## config.mk

```make
export PLATFORM = sky130hd
export DESIGN_NAME = led_pattern_gen
export DESIGN_NICKNAME = d
export VERILOG_FILES = /design/src/rtl/led_pattern_pkg.sv /design/src/rtl/step_tick_gen.sv /design/src/rtl/led_pattern_gen.sv
export SDC_FILE = /design/constraint.sdc
export NUM_CORES = 1
export LEC_CHECK = 0
export ABC_CLOCK_PERIOD_IN_PS = 3100
export BUFFER_PORTS_ARGS = -buffer_cell sky130_fd_sc_hd__buf_2
export CORE_MARGIN = 2
export CORE_UTILIZATION = 40
export DETAILED_ROUTE_END_ITERATION = 10
export GPL_TIMING_DRIVEN = 0
export PLACE_DENSITY = 0.68
export SYNTH_ARGS = -nofsm -noshare
export SYNTH_HDL_FRONTEND = slang
export SYNTH_SLANG_ARGS = --single-unit
```

## constraint.sdc

```tcl
create_clock -name CLK -period 3.1 [get_ports CLK]
set_clock_uncertainty 0.15 [all_clocks]
set_input_delay 0.31 -clock CLK [delete_from_list [all_inputs] [get_ports CLK]]
set_output_delay 0.31 -clock CLK [all_outputs]
set_load 0.005 [all_outputs]
```

## src/rtl/led_pattern_pkg.sv

```systemverilog
// Shared mode/phase encodings and start-pattern helper for the LED pattern generator.
package led_pattern_pkg;

    localparam int unsigned MAX_WIDTH = 64;

    localparam logic [1:0] MODE_FILL_CLEAR = 2'd0;
    localparam logic [1:0] MODE_FILL_DRAIN = 2'd1;
    localparam logic [1:0] MODE_RUN        = 2'd2;
    localparam logic [1:0] MODE_PINGPONG   = 2'd3;

    localparam logic PH_UP   = 1'b0;
    localparam logic PH_DOWN = 1'b1;

    // Empty bar for the fill modes, single lit LSB for the moving-dot modes.
    function automatic logic [MAX_WIDTH-1:0] start_pattern(input logic [1:0] mode,
                                                           input int unsigned width);
        logic [MAX_WIDTH-1:0] mask;
        mask = (width >= MAX_WIDTH) ? '1 : ((MAX_WIDTH'(1) << width) - MAX_WIDTH'(1));
        if (mode == MODE_RUN || mode == MODE_PINGPONG) begin
            return MAX_WIDTH'(1) & mask;
        end
        return '0;
    endfunction

endpackage

```

## src/rtl/step_tick_gen.sv

```systemverilog
// Clock-enable tick generator: one-cycle TICK every DIV enabled cycles, freezes while EN = 0.
module step_tick_gen #(
    parameter int unsigned DIV = 50000000
) (
    input  logic CLK,
    input  logic RST,
    input  logic EN,
    input  logic CLR,
    output logic TICK
);

    localparam int unsigned CW = (DIV > 1) ? $clog2(DIV) : 1;
    localparam logic [CW-1:0] LAST = CW'(DIV - 1);

    logic [CW-1:0] cnt_q;
    logic [CW-1:0] cnt_d;
    logic          at_last;

    assign at_last = (cnt_q == LAST);
    assign TICK    = EN & at_last & ~CLR;

    always_comb begin
        cnt_d = cnt_q;
        if (CLR) begin
            cnt_d = '0;
        end else if (EN) begin
            cnt_d = at_last ? '0 : cnt_q + CW'(1);
        end
    end

    always_ff @(posedge CLK) begin
        if (RST) begin
            cnt_q <= '0;
        end else begin
            cnt_q <= cnt_d;
        end
    end

endmodule

```

## src/rtl/led_pattern_gen.sv

```systemverilog
// Parametrised LED sequencer: four selectable WIDTH-bit patterns, one step per DIV clock cycles.
module led_pattern_gen
    import led_pattern_pkg::*;
#(
    parameter int unsigned WIDTH = 8,
    parameter int unsigned DIV   = 50000000
) (
    input  logic             CLK,
    input  logic             RST,
    input  logic [1:0]       MODE,
    input  logic             EN,
    output logic [WIDTH-1:0] Q,
    output logic             STEP,
    output logic             WRAP
);

    logic [WIDTH-1:0] q_q, q_d, nxt_q;
    logic             ph_q, ph_d, nxt_ph;
    logic [1:0]       mode_q, mode_d;
    logic             step_q, step_d;
    logic             wrap_q, wrap_d;
    logic             tick;
    logic             mode_chg;
    logic [WIDTH-1:0] start_cur;
    logic [WIDTH-1:0] start_new;

    assign mode_chg  = (MODE != mode_q);
    assign start_cur = WIDTH'(start_pattern(mode_q, WIDTH));
    assign start_new = WIDTH'(start_pattern(MODE, WIDTH));

    step_tick_gen #(.DIV(DIV)) u_tick (
        .CLK  (CLK),
        .RST  (RST),
        .EN   (EN),
        .CLR  (mode_chg),
        .TICK (tick)
    );

    always_ff @(posedge CLK) begin
        if (RST) begin
            q_q    <= start_new;
            ph_q   <= PH_UP;
            mode_q <= MODE;
            step_q <= 1'b0;
            wrap_q <= 1'b0;
        end else begin
            q_q    <= q_d;
            ph_q   <= ph_d;
            mode_q <= mode_d;
            step_q <= step_d;
            wrap_q <= wrap_d;
        end
    end

    // Pattern that the next step would show; phase flips on the step that reaches the end pattern.
    always_comb begin
        nxt_q  = q_q;
        nxt_ph = ph_q;
        unique case (mode_q)
            MODE_FILL_CLEAR, MODE_FILL_DRAIN: begin
                if (ph_q == PH_UP) begin
                    nxt_q = {q_q[WIDTH-2:0], 1'b1};
                    if (nxt_q == {WIDTH{1'b1}}) nxt_ph = PH_DOWN;
                end else begin
                    if (mode_q == MODE_FILL_CLEAR) nxt_q = {q_q[WIDTH-2:0], 1'b0};
                    else                           nxt_q = {1'b0, q_q[WIDTH-1:1]};
                    if (nxt_q == '0) nxt_ph = PH_UP;
                end
            end
            MODE_RUN: begin
                nxt_q = {q_q[WIDTH-2:0], q_q[WIDTH-1]};
            end
            default: begin
                if (ph_q == PH_UP) begin
                    nxt_q = {q_q[WIDTH-2:0], 1'b0};
                    if (nxt_q[WIDTH-1]) nxt_ph = PH_DOWN;
                end else begin
                    nxt_q = {1'b0, q_q[WIDTH-1:1]};
                    if (nxt_q[0]) nxt_ph = PH_UP;
                end
            end
        endcase
    end

    // Mode change restarts the sequence and outranks a coincident tick.
    always_comb begin
        q_d    = q_q;
        ph_d   = ph_q;
        mode_d = mode_q;
        step_d = 1'b0;
        wrap_d = 1'b0;
        if (mode_chg) begin
            mode_d = MODE;
            q_d    = start_new;
            ph_d   = PH_UP;
        end else if (tick) begin
            q_d    = nxt_q;
            ph_d   = nxt_ph;
            step_d = 1'b1;
            wrap_d = (nxt_q == start_cur);
        end
    end

    assign Q    = q_q;
    assign STEP = step_q;
    assign WRAP = wrap_q;

endmodule

```

==> results of run 1 <==
## layer usage
| layer | vias up | track usage (%) |
|---|---|---|
| met4 | 0 | 6.17 |
| met3 | 4 | 5.39 |
| li1 | 797 | - |
| met1 | 705 | 18.5 |
| met2 | 24 | 25.5 |
| met5 | - | 0 |
## cells by family after synthesis
group | Yosys count
AOI/OAI and AO/OA | 23
xor gates and xnor gates | 26
adders and majority gates | 1
buffers and inverters | 12
DFF | 39
muxes | 2
and+or+nand+nor | 114
## layout by cell type, fill, tap and decap left out, types with 7 or more instances in the layout
cell,count
nand4_1,10
xnor2_1,7
dfxtp_1,29
xor2_1,19
nand2_1,28
nor3_1,7
edfxtp_1,10
nor2_1,36
nand3_1,12
a21oi_1,12
buf_2,15
## worst paths after layout
| kind | from | to | slack [ps] | depth (start not counted) |
|---|---|---|---|---|
| hold reg to reg | u_tick.cnt_q[6]$_SDFFE_PP0P_ | u_tick.cnt_q[6]$_SDFFE_PP0P_ | 360 | 2 |
| setup / recovery | u_tick.cnt_q[17]$_SDFFE_PP0P_ | Q[1]$_SDFFCE_PP0P_ | 840 | 5 |
| hold / removal | MODE[0] | mode_q[0]$_DFFE_PP_ | 110 | 1 |
| setup reg to reg | u_tick.cnt_q[17]$_SDFFE_PP0P_ | Q[1]$_SDFFCE_PP0P_ | 840 | 5 |
## stage by stage
step	hold slack, ps	instances	setup WS, ps	total power [mW]
after CTS	102	292	846	0.993
after global routing	97.7	292	717	1.03
final	115	292	837	0.975
after global placement	338	284	886	0.647
after floorplan	259	217	1150	0.618
after detailed placement	339	284	856	0.649
## worst reg2reg max path: stages (launching register included)
cell      delay (ps)
dfxtp_1          450
or4b_1           480
nor3_2           150
nand4_1          240
nand2b_1         230
buf_4            260
## sequential cells by signal, summed over array words and instances, names as in the netlist
register      count
STEP              1
mode_q            2
WRAP              1
ph_q              1
u_tick.cnt_q     26
Q                 8
## power breakdown
part | switching, mW | leakage, nW | internal (mW) | total [mW]
logic | 0.0524 | 0.332 | 0.0332 | 0.0856
registers | 0.0130 | 0.346 | 0.538 | 0.551
clock network | 0.161 | 0.0459 | 0.178 | 0.339
total | 0.226 | 0.724 | 0.749 | 0.975
## area by class of cell
| type | instances | area (sq um) |
|---|---|---|
| clock inverter | 1 | 3.75 |
| fill | 478 | 2520 |
| buffer | 12 | 57.6 |
| multi-input combinational | 166 | 951 |
| clock buffer | 7 | 86.3 |
| tap | 54 | 67.6 |
| sequential | 39 | 881 |
| timing repair buffer | 13 | 65.1 |
==> out/results.txt, run 1 <==
status = complete, no violations
Yosys reg bits = 39
first-pass GRT wire length = 6330 microns
Die Ht = 72.7 microns
die width = 72.7 microns
hold-fix buffers at CTS = 0
Worst-Margin Slew = 643 ps
largest family of logic cells by synthesized area = simple AND/OR/NAND/NOR gates
vias in the first global route = 1475
Worst path top cell family by delay = simple AND/OR/NAND/NOR gates
critical path launch point type = register
DRT met1 WL = 1770 microns
PwrDens = 462 mW/mm^2
type of the worst setup path = reg2reg
Final Core Density = 45.6%
antenna cells = 0
GP Congestion = 0.830
Peak supply drop = 0.000220 V
clk slew on worst S/H paths = 70 ps
Syn-to-layout area delta = 11.8%
area share of the largest cell type after synthesis = 30.7%
Sink Count = 39
Post-Synth XOR/XNOR Area = 12.1%
Detailed Routing Iterations Pass 1 = 4
commonest cells in the netlist = nor2_1, dfxtp_1, nand2_1
cells after synthesis = 217
clk_lat worst skew = 290 ps
Post-Route WL = 3610 microns
Core ar. = 0.00463 sq mm
Post-Synth Adder-Cell Area = 0.662%
largest net degree at the start of global routing = 18
nature of the critical path endpoint = register
Synth Area in Simple Gates = 29.5%
die area = 0.00529 sq mm
Final Setup Violations = 0
syn avg cell area = 8.71 sq um
Num CTS Buffers = 5
Max stage delay on crit path = 480 ps
clk buf depth = 2
Final min period = 2260 ps
remaining antenna violation count = 0
residual DRC count = 0
number of H-tree levels = 2
Max transition margin = 56.8%
CTS tree = yes
total congestion overflow = 0
postcts setup bufs = 0
Final Hold Fails = 0
IO Port Bufs = 13
initial antenna violation count = 0
most instantiated library cell after synthesis = nor2_1
CTS-repair resized insts = 0
Cell Chain, Critical Path = or4b_1 > nor3_2 > nand4_1 > nand2b_1 > buf_4
DR iter-0 viols = 63
Final Max Tran Viols = 0
Yosys cell types = 37
DR WL/cell = 12.4 microns
Root Buffer = clkbuf_8
ranking of synthesized cells by area = dfxtp_1, edfxtp_1, xor2_1, nor2_1, nand2_1
Synth async-reset ratio = 0%
fraction of layout cells with a size suffix above 1 = 11.8%
Post-layout nets = 243
static leakage = 0.724 nW
synthesized area = 0.00189 sq mm
Via density = 5.24
Syn Nets = 223
Ports = 15
Max Cap Viol = 0
final period utilization = 73.0%
Total GRT Usage = 15.5%
Synth area leader = dfxtp_1
total placed instance area = 0.00202 sq mm
Yosys warning total = 0
fin area = 0.00211 sq mm
met3 WL = 135 microns
FMAX = 442 MHz
number of synthesized flops with an enable pin = 10
Seq/Total Area, Yosys = 46.6%
crit path max-delay cell type = or4b_1
Top FF cell, synth = dfxtp_1
Worst Hold Class = in2reg
Initial Util = 40.8%
post-synthesis mux area share = 1.06%
highest routed layer = met4
RSZ-0062 raised after global routing = false
CP Data Required Time = 2940 ps
complex-gate fraction of the synthesized area = 7.02%
CP max FO = 17
Critical path buffers and inverters = 1
Setup TNS Final = 0 ps
via count = 1530
hpwl dp = 2550 microns
Met2 Routed Length = 1660 microns
CP arrival = 2100 ps
row cnt = 25
Note: power is estimated with default switching activity, not from simulation.
==> run 2, diff against run 1 <==
Settings changed: ABC_CLOCK_PERIOD_IN_PS 3100 to 2270.
Clock period 3.1 ns to 2.27 ns, I/O delays scaled along.
==> run 2 against run 1 <==
  * Utilization is 0.16 points higher
  * Final area is 0.36% higher
  * Critical path type unchanged
  * Clock power is 37% higher
  * Setup slack worse by 690 ps
  * Via count is 0.20% higher
  * Cell count is 0.34% higher
  * Register-to-register slack worse by 690 ps
==> out/results.txt, run 2 (same netlist as run 1, synthesis figures left out) <==
Final Hold Fails = 0 (unchanged)
Ports = 15 (unchanged)
final period utilization = 93.4% (+20 points)
static leakage = 0.728 nW (+0.57%)
GP Congestion = 0.830 (unchanged)
Final min period = 2120 ps (-144 ps)
FMAX = 472 MHz (+6.8%)
CP max FO = 17 (unchanged)
DR WL/cell = 12.4 microns (about the same)
# fillers = 479 (+0.21%)
CTS tree = yes
die area = 0.00529 sq mm (unchanged)
CP Data Required Time = 2110 ps (-830 ps)
Setup TNS Final = 0 ps (unchanged)
row cnt = 25 (unchanged)
largest net degree at the start of global routing = 18 (unchanged)
Max transition margin = 57.4% (+0.62 points)
vias in the first global route = 1475 (unchanged)
type of the worst setup path = reg2reg
number of H-tree levels = 2 (unchanged)
Final Setup Violations = 0 (unchanged)
Total GRT Usage = 15.5% (unchanged)
remaining antenna violation count = 0 (unchanged)
die width = 72.7 microns (unchanged)
Core ar. = 0.00463 sq mm (unchanged)
Largest Register = u_tick.cnt_q
RSZ-0062 raised after global routing = false
commonest non-fill, non-tap cell in the layout = nor2_1
Root Buffer = clkbuf_8
total congestion overflow = 0 (unchanged)
Final Max Tran Viols = 0 (unchanged)
DR iter-0 viols = 47 (-25%)
hpwl dp = 2550 microns (unchanged)
Fin Hold WS = 29.3 ps (-85.4 ps)
PwrDens = 629 mW/mm^2 (+36%)
Peak supply drop = 0.000301 V (+37%)
CP arrival = 1960 ps (-140 ps)
Syn-to-layout area delta = 12.2%
Largest register FFs = 26 (unchanged)
clk buf depth = 2 (unchanged)
Sink Count = 39 (unchanged)
fraction of layout cells with a size suffix above 1 = 12.1% (+0.37 points)
clk slew on worst S/H paths = 70 ps (about the same)
nature of the critical path endpoint = register
IO Port Bufs = 13 (unchanged)
hold-fix buffers at CTS = 0 (unchanged)
Post-layout nets = 244 (+0.41%)
Via density = 5.23 (-0.15%)
initial antenna violation count = 0 (unchanged)
Max Cap Viol = 0 (unchanged)
Initial Util = 40.8% (unchanged)
critical path launch point type = register
first-pass GRT wire length = 6330 microns (unchanged)
status = complete, no violations
residual DRC count = 0 (unchanged)
via count = 1533 (+0.20%)
Post-Route WL = 3620 microns (+0.36%)
Die Ht = 72.7 microns (unchanged)
most frequent cells in the layout = nor2_1, dfxtp_1, nand2_1, xor2_1, buf_2
Worst-Margin Slew = 633 ps (-9.28 ps)
antenna cells = 0 (unchanged)
Worst Hold Class = in2reg
clk_lat worst skew = 290 ps (about the same)
Detailed Routing Iterations Pass 1 = 4 (unchanged)
Final Core Density = 45.8% (+0.16 points)
Num CTS Buffers = 5 (unchanged)
[run 2: changes by cell type in the layout (fill, tap and decap cells not counted), sizes merged]
cell  before  now
buf       18   19
[run 2: through the flow]
stage / setup slack (ps) / cell area, sq um / power, mW / cells
2_1_floorplan: 315 / 1890 / 0.845 / 217
3_3_place_gp: 56.2 / 2020 / 0.885 / 284
3_5_place_dp: 25.5 / 2020 / 0.887 / 284
4_1_cts: 15.5 / 2110 / 1.36 / 292
5_1_grt: 53.2 / 2120 / 1.41 / 293
6_report: 151 / 2120 / 1.33 / 293
[run 2: layer usage]
metal | vias up | track usage [%] | share of wire [%]
met2 | 24 | 25.5 | 46
met1 | 706 | 18.5 | 49
met3 | 4 | 5.39 | 3.9
met5 | - | 0 | 0
met4 | 0 | 6.17 | 1.4
li1 | 799 | - | -
[run 2: report_power, final]
group	switching, mW	internal [mW]
Clock	0.221	0.243
Combinational	0.0723	0.0457
Sequential	0.0181	0.734
Total	0.311	1.02
[run 2: worst paths after layout]
check | from | slack [ps] | cells past startpoint | end
setup / recovery | u_tick.cnt_q[17]$_SDFFE_PP0P_ | 150 | 5 | Q[1]$_SDFFCE_PP0P_
hold reg to reg | u_tick.cnt_q[6]$_SDFFE_PP0P_ | 360 | 2 | u_tick.cnt_q[6]$_SDFFE_PP0P_
setup reg to reg | u_tick.cnt_q[17]$_SDFFE_PP0P_ | 150 | 5 | Q[1]$_SDFFCE_PP0P_
hold / removal | MODE[0] | 30 | 1 | mode_q[0]$_DFFE_PP_
[run 2: final cells by class]
cell class	count	area [sq um]	area share (%)
clock inverter	1	3.75	0.177
multi-input combinational	166	951	44.9
sequential	39	881	41.6
buffer	12	57.6	2.72
tap	54	67.6	3.19
timing repair buffer	14	72.6	3.42
clock buffer	7	86.3	4.07
[run 2: critical path, cell delays in order (launching register included)]
cell and delay, ps:
dfxtp_1 440, or4b_1 480, nor3_2 150, nand4_1 150
nand2b_1 180, buf_4 250
[run 2: what timing repair did]
action                     CTS  global route
setup buffers                0             1
setup endpoints to repair    0            14
resized for setup            0             0
==> run 3, diff against run 2 <==
Settings changed: CAP_MARGIN set to 0, SYNTH_HIERARCHICAL set to 1.
==> run 3 against run 2 <==
  * Worst hold slack better by 29 ps
  * Cell count increased by 8.2%
  * Power rose by 1.2%
  * Count of clock-buffer cells in the layout did not move
  * Clock power shrank 4%
  * Global-route usage decreased by 0.12 points
  * Non-clock buffer count is 4 lower
==> out/results.txt, run 3 <==
row cnt = 26 (+4.0%)
Final Core Density = 46.7% (+0.91 points)
reg2reg start = u_tick/cnt_q[0]$_SDFFE_PP0P_
number of synthesized flops with an enable pin = 10 (unchanged)
WHS Path Cells = 1 (unchanged)
FMAX = 468 MHz (-0.90%)
total congestion overflow = 0 (unchanged)
cells after synthesis = 226 (+4.1%)
pre-CTS WS = -240 ps (-266 ps)
IO Port Bufs = 13 (unchanged)
R2R cell count = 6 (+1)
nature of the critical path endpoint = register
CP max FO = 8 (-9)
reg2reg end = Q[5]$_SDFFCE_PP0P_
clk_lat worst skew = 290 ps (about the same)
Top FF cell, synth = dfxtp_1
Ports = 15 (unchanged)
commonest cells in the netlist = dfxtp_1, nand2_1, nor2_1
clk buf depth = 2 (unchanged)
r2r setup slk = 130 ps (-20 ps)
Via density = 5.48 (+4.7%)
CTS tree = yes
DR WL/cell = 13.6 microns (+9.7%)
WP depth = 6 (+1)
Sw Share = 24.9% (+1.6 points)
Yosys reg bits = 39 (unchanged)
Yosys cell types = 44 (+19%)
synthesized area = 0.00210 sq mm (+11%)
CP Data Required Time = 2100 ps (about the same)
Critical path buffers and inverters = 1 (unchanged)
Worst Hold Class = in2reg
CP arrival = 1970 ps (about the same)
NetSw = 336 uW (+8.1%)
Final Max Tran Viols = 0 (unchanged)
static leakage = 0.778 nW (+6.9%)
Sequential Power Share = 56.0% (-0.4 points)
Fin Hold WS = 58.3 ps (+29.0 ps)
power share of the clock group = 33.1% (-1.7 points)
Max stage delay on crit path = 430 ps (-50 ps)
Cell Chain, Critical Path = ha_1 > and4_2 > nand3_2 > nor4_4 > inv_1 > nand2b_2
hold endpoint = mode_q[0]$_DFFE_PP_
Worst path top cell family by delay = simple AND/OR/NAND/NOR gates
clk slew on worst S/H paths = 70 ps (about the same)
Final min period = 2140 ps (+19.2 ps)
Core ar. = 0.00507 sq mm (+9.6%)
Hold Startpoint = MODE[0]
Detailed Routing Iterations Pass 1 = 4 (unchanged)
residual DRC count = 0 (unchanged)
Worst-Margin Slew = 429 ps (-204 ps)
Num CTS Buffers = 5 (unchanged)
Final Hold Fails = 0 (unchanged)
crit path max-delay cell type = dfxtp_1
Final Setup Violations = 0 (unchanged)
Total GRT Usage = 15.4% (-0.12 points)
Syn Nets = 233 (+4.5%)
Root Buffer = clkbuf_8
Seq/Total Area, Yosys = 42.0% (-4.6 points)
PwrDens = 570 mW/mm^2 (-9.5%)
die area = 0.00584 sq mm (+10%)
most frequent cells in the layout = nand2_1, dfxtp_1, nor2_1, buf_2, a21oi_1
initial antenna violation count = 0 (unchanged)
Post-layout nets = 253 (+3.7%)
remaining antenna violation count = 0 (unchanged)
final period utilization = 94.2% (+0.85 points)
Final Worst Setup Slack = 132 ps (-19.2 ps)
RSZ-0062 raised after global routing = false
postcts setup bufs = 0 (unchanged)
Synth async-reset ratio = 0% (unchanged)
Post-Route WL = 4300 microns (+19%)
Peak supply drop = 0.000353 V (+17%)
first-pass GRT wire length = 7390 microns (+17%)
ranking of synthesized cells by area = dfxtp_1, edfxtp_1, nand2_1, nand4_1, a21oi_1
commonest non-fill, non-tap cell in the layout = nand2_1
Yosys warning total = 6 (+6)
Largest Register = u_tick/cnt_q
Max Cap Viol = 0 (unchanged)
die width = 76.4 microns (+5.1%)
# fillers = 506 (+5.6%)
type of the worst setup path = reg2reg
hpwl dp = 3030 microns (+19%)
antenna cells = 0 (unchanged)
largest net degree at the start of global routing = 12 (-6)
Synth area leader = dfxtp_1
Sink Count = 39 (unchanged)
Initial Util = 41.3% (+0.51 points)
Pint = 1.01 mW (-0.86%)
combinational share of power = 10.9% (+2.1 points)
syn avg cell area = 9.28 sq um (+6.6%)
fraction of layout cells with a size suffix above 1 = 19.4% (+7.3 points)
DR iter-0 viols = 92 (+96%)
Tot Pwr = 1.35 mW (+1.2%)
Syn-to-layout area delta = 13.0%
number of H-tree levels = 2 (unchanged)
status = complete, no violations
Die Ht = 76.4 microns (+5.1%)
vias in the first global route = 1625 (+10%)
GP Congestion = 0.802 (-3.4%)
Largest register FFs = 26 (unchanged)
area share of the largest cell type after synthesis = 27.7% (-3.0 points)
via count = 1736 (+13%)
critical path launch point type = register
Max transition margin = 71.1% (+14 points)
run 3: changes by cell type after synthesis, sizes merged, moves of 6 or more:
| cell | previous run | this run |
|---|---|---|
| or4 | 0 | 6 |
| clkbuf | 7 | 1 |
| xor2 | 19 | 6 |
| o31ai | 1 | 7 |
| nor2 | 36 | 18 |
| a21oi | 12 | 22 |
run 3: cell type report:
cell class              count  area (sq um)  area share (%)
multi-input cells         176          1170            49.5
inverters                   2          7.51           0.317
well taps                  70          87.6            3.70
clock buffers               7          76.3            3.22
plain buffers               8          63.8            2.69
repair buffers             14          75.1            3.17
clock inverters             1          5.00           0.211
flip-flops and latches     39           882            37.2
run 3: layer usage:
metal	track usage, %	vias to the layer above	wire (microns)
li1	-	877	-
met1	19.9	809	2040
met2	24.2	43	2000
met3	3.44	7	197
met4	7.27	0	59
met5	0	-	0
run 3: per-stage QoR:
step | std cells | area (sq um) | setup TNS (ps)
3_3_place_gp | 309 | 2250 | -1730
6_report | 317 | 2370 | 0
4_1_cts | 318 | 2350 | 0
3_5_place_dp | 309 | 2250 | -1920
2_1_floorplan | 226 | 2100 | 0
5_1_grt | 317 | 2370 | 0
run 3: worst max-delay path by stage:
stage | startpoint | to | slack (ps)
after floorplan | u_tick/cnt_q[0]$_SDFFE_PP0P_ | Q[0]$_DFFE_PP_ | 130
after global placement | u_tick/cnt_q[5]$_SDFFE_PP0P_ | Q[3]$_SDFFCE_PP0P_ | -220
after detailed placement | u_tick/cnt_q[5]$_SDFFE_PP0P_ | Q[2]$_SDFFCE_PP0P_ | -240
after CTS | u_tick/cnt_q[5]$_SDFFE_PP0P_ | u_tick/cnt_q[5]$_SDFFE_PP0P_ | 20
after global routing | u_tick/cnt_q[0]$_SDFFE_PP0P_ | Q[2]$_SDFFCE_PP0P_ | 40
final | u_tick/cnt_q[0]$_SDFFE_PP0P_ | Q[5]$_SDFFCE_PP0P_ | 130
run 3: cells by family (layout without fill, tap and decap cells):
family	Yosys count	after routing	synth area share (%)
XOR/XNOR	16	16	8.47
buffers and inverters	11	32	3.58
flip-flops	39	39	42.0
adder cells (fa/ha/maj)	2	2	1.19
multiplexers	2	2	0.955
AO/OA/AOI/OAI	42	42	12.8
AND/OR/NAND/NOR	114	114	31.0
run 3: worst register-to-register path: stages, from the launching register on:
cell and delay (ps):
dfxtp_1 430, ha_1 170, and4_2 300, nand3_2 140, nor4_4 300, inv_1 150
nand2b_2 210
run 3: power by group through the flow:
stage | Sequential (mW) | Clock [mW] | Combinational, mW
3_5_place_dp | 0.772 | 0 | 0.145
3_3_place_gp | 0.772 | 0 | 0.144
5_1_grt | 0.759 | 0.495 | 0.162
4_1_cts | 0.756 | 0.466 | 0.148
2_1_floorplan | 0.769 | 0 | 0.104
6_report | 0.756 | 0.447 | 0.147
run 3: what timing repair did:
| action | in CTS | in global routing |
|---|---|---|
| endpoints found under the hold margin | 1 | 0 |
| gates resized for setup | 2 | 4 |
| setup endpoints to repair | 8 | 28 |
| hold buffers | 1 | 0 |
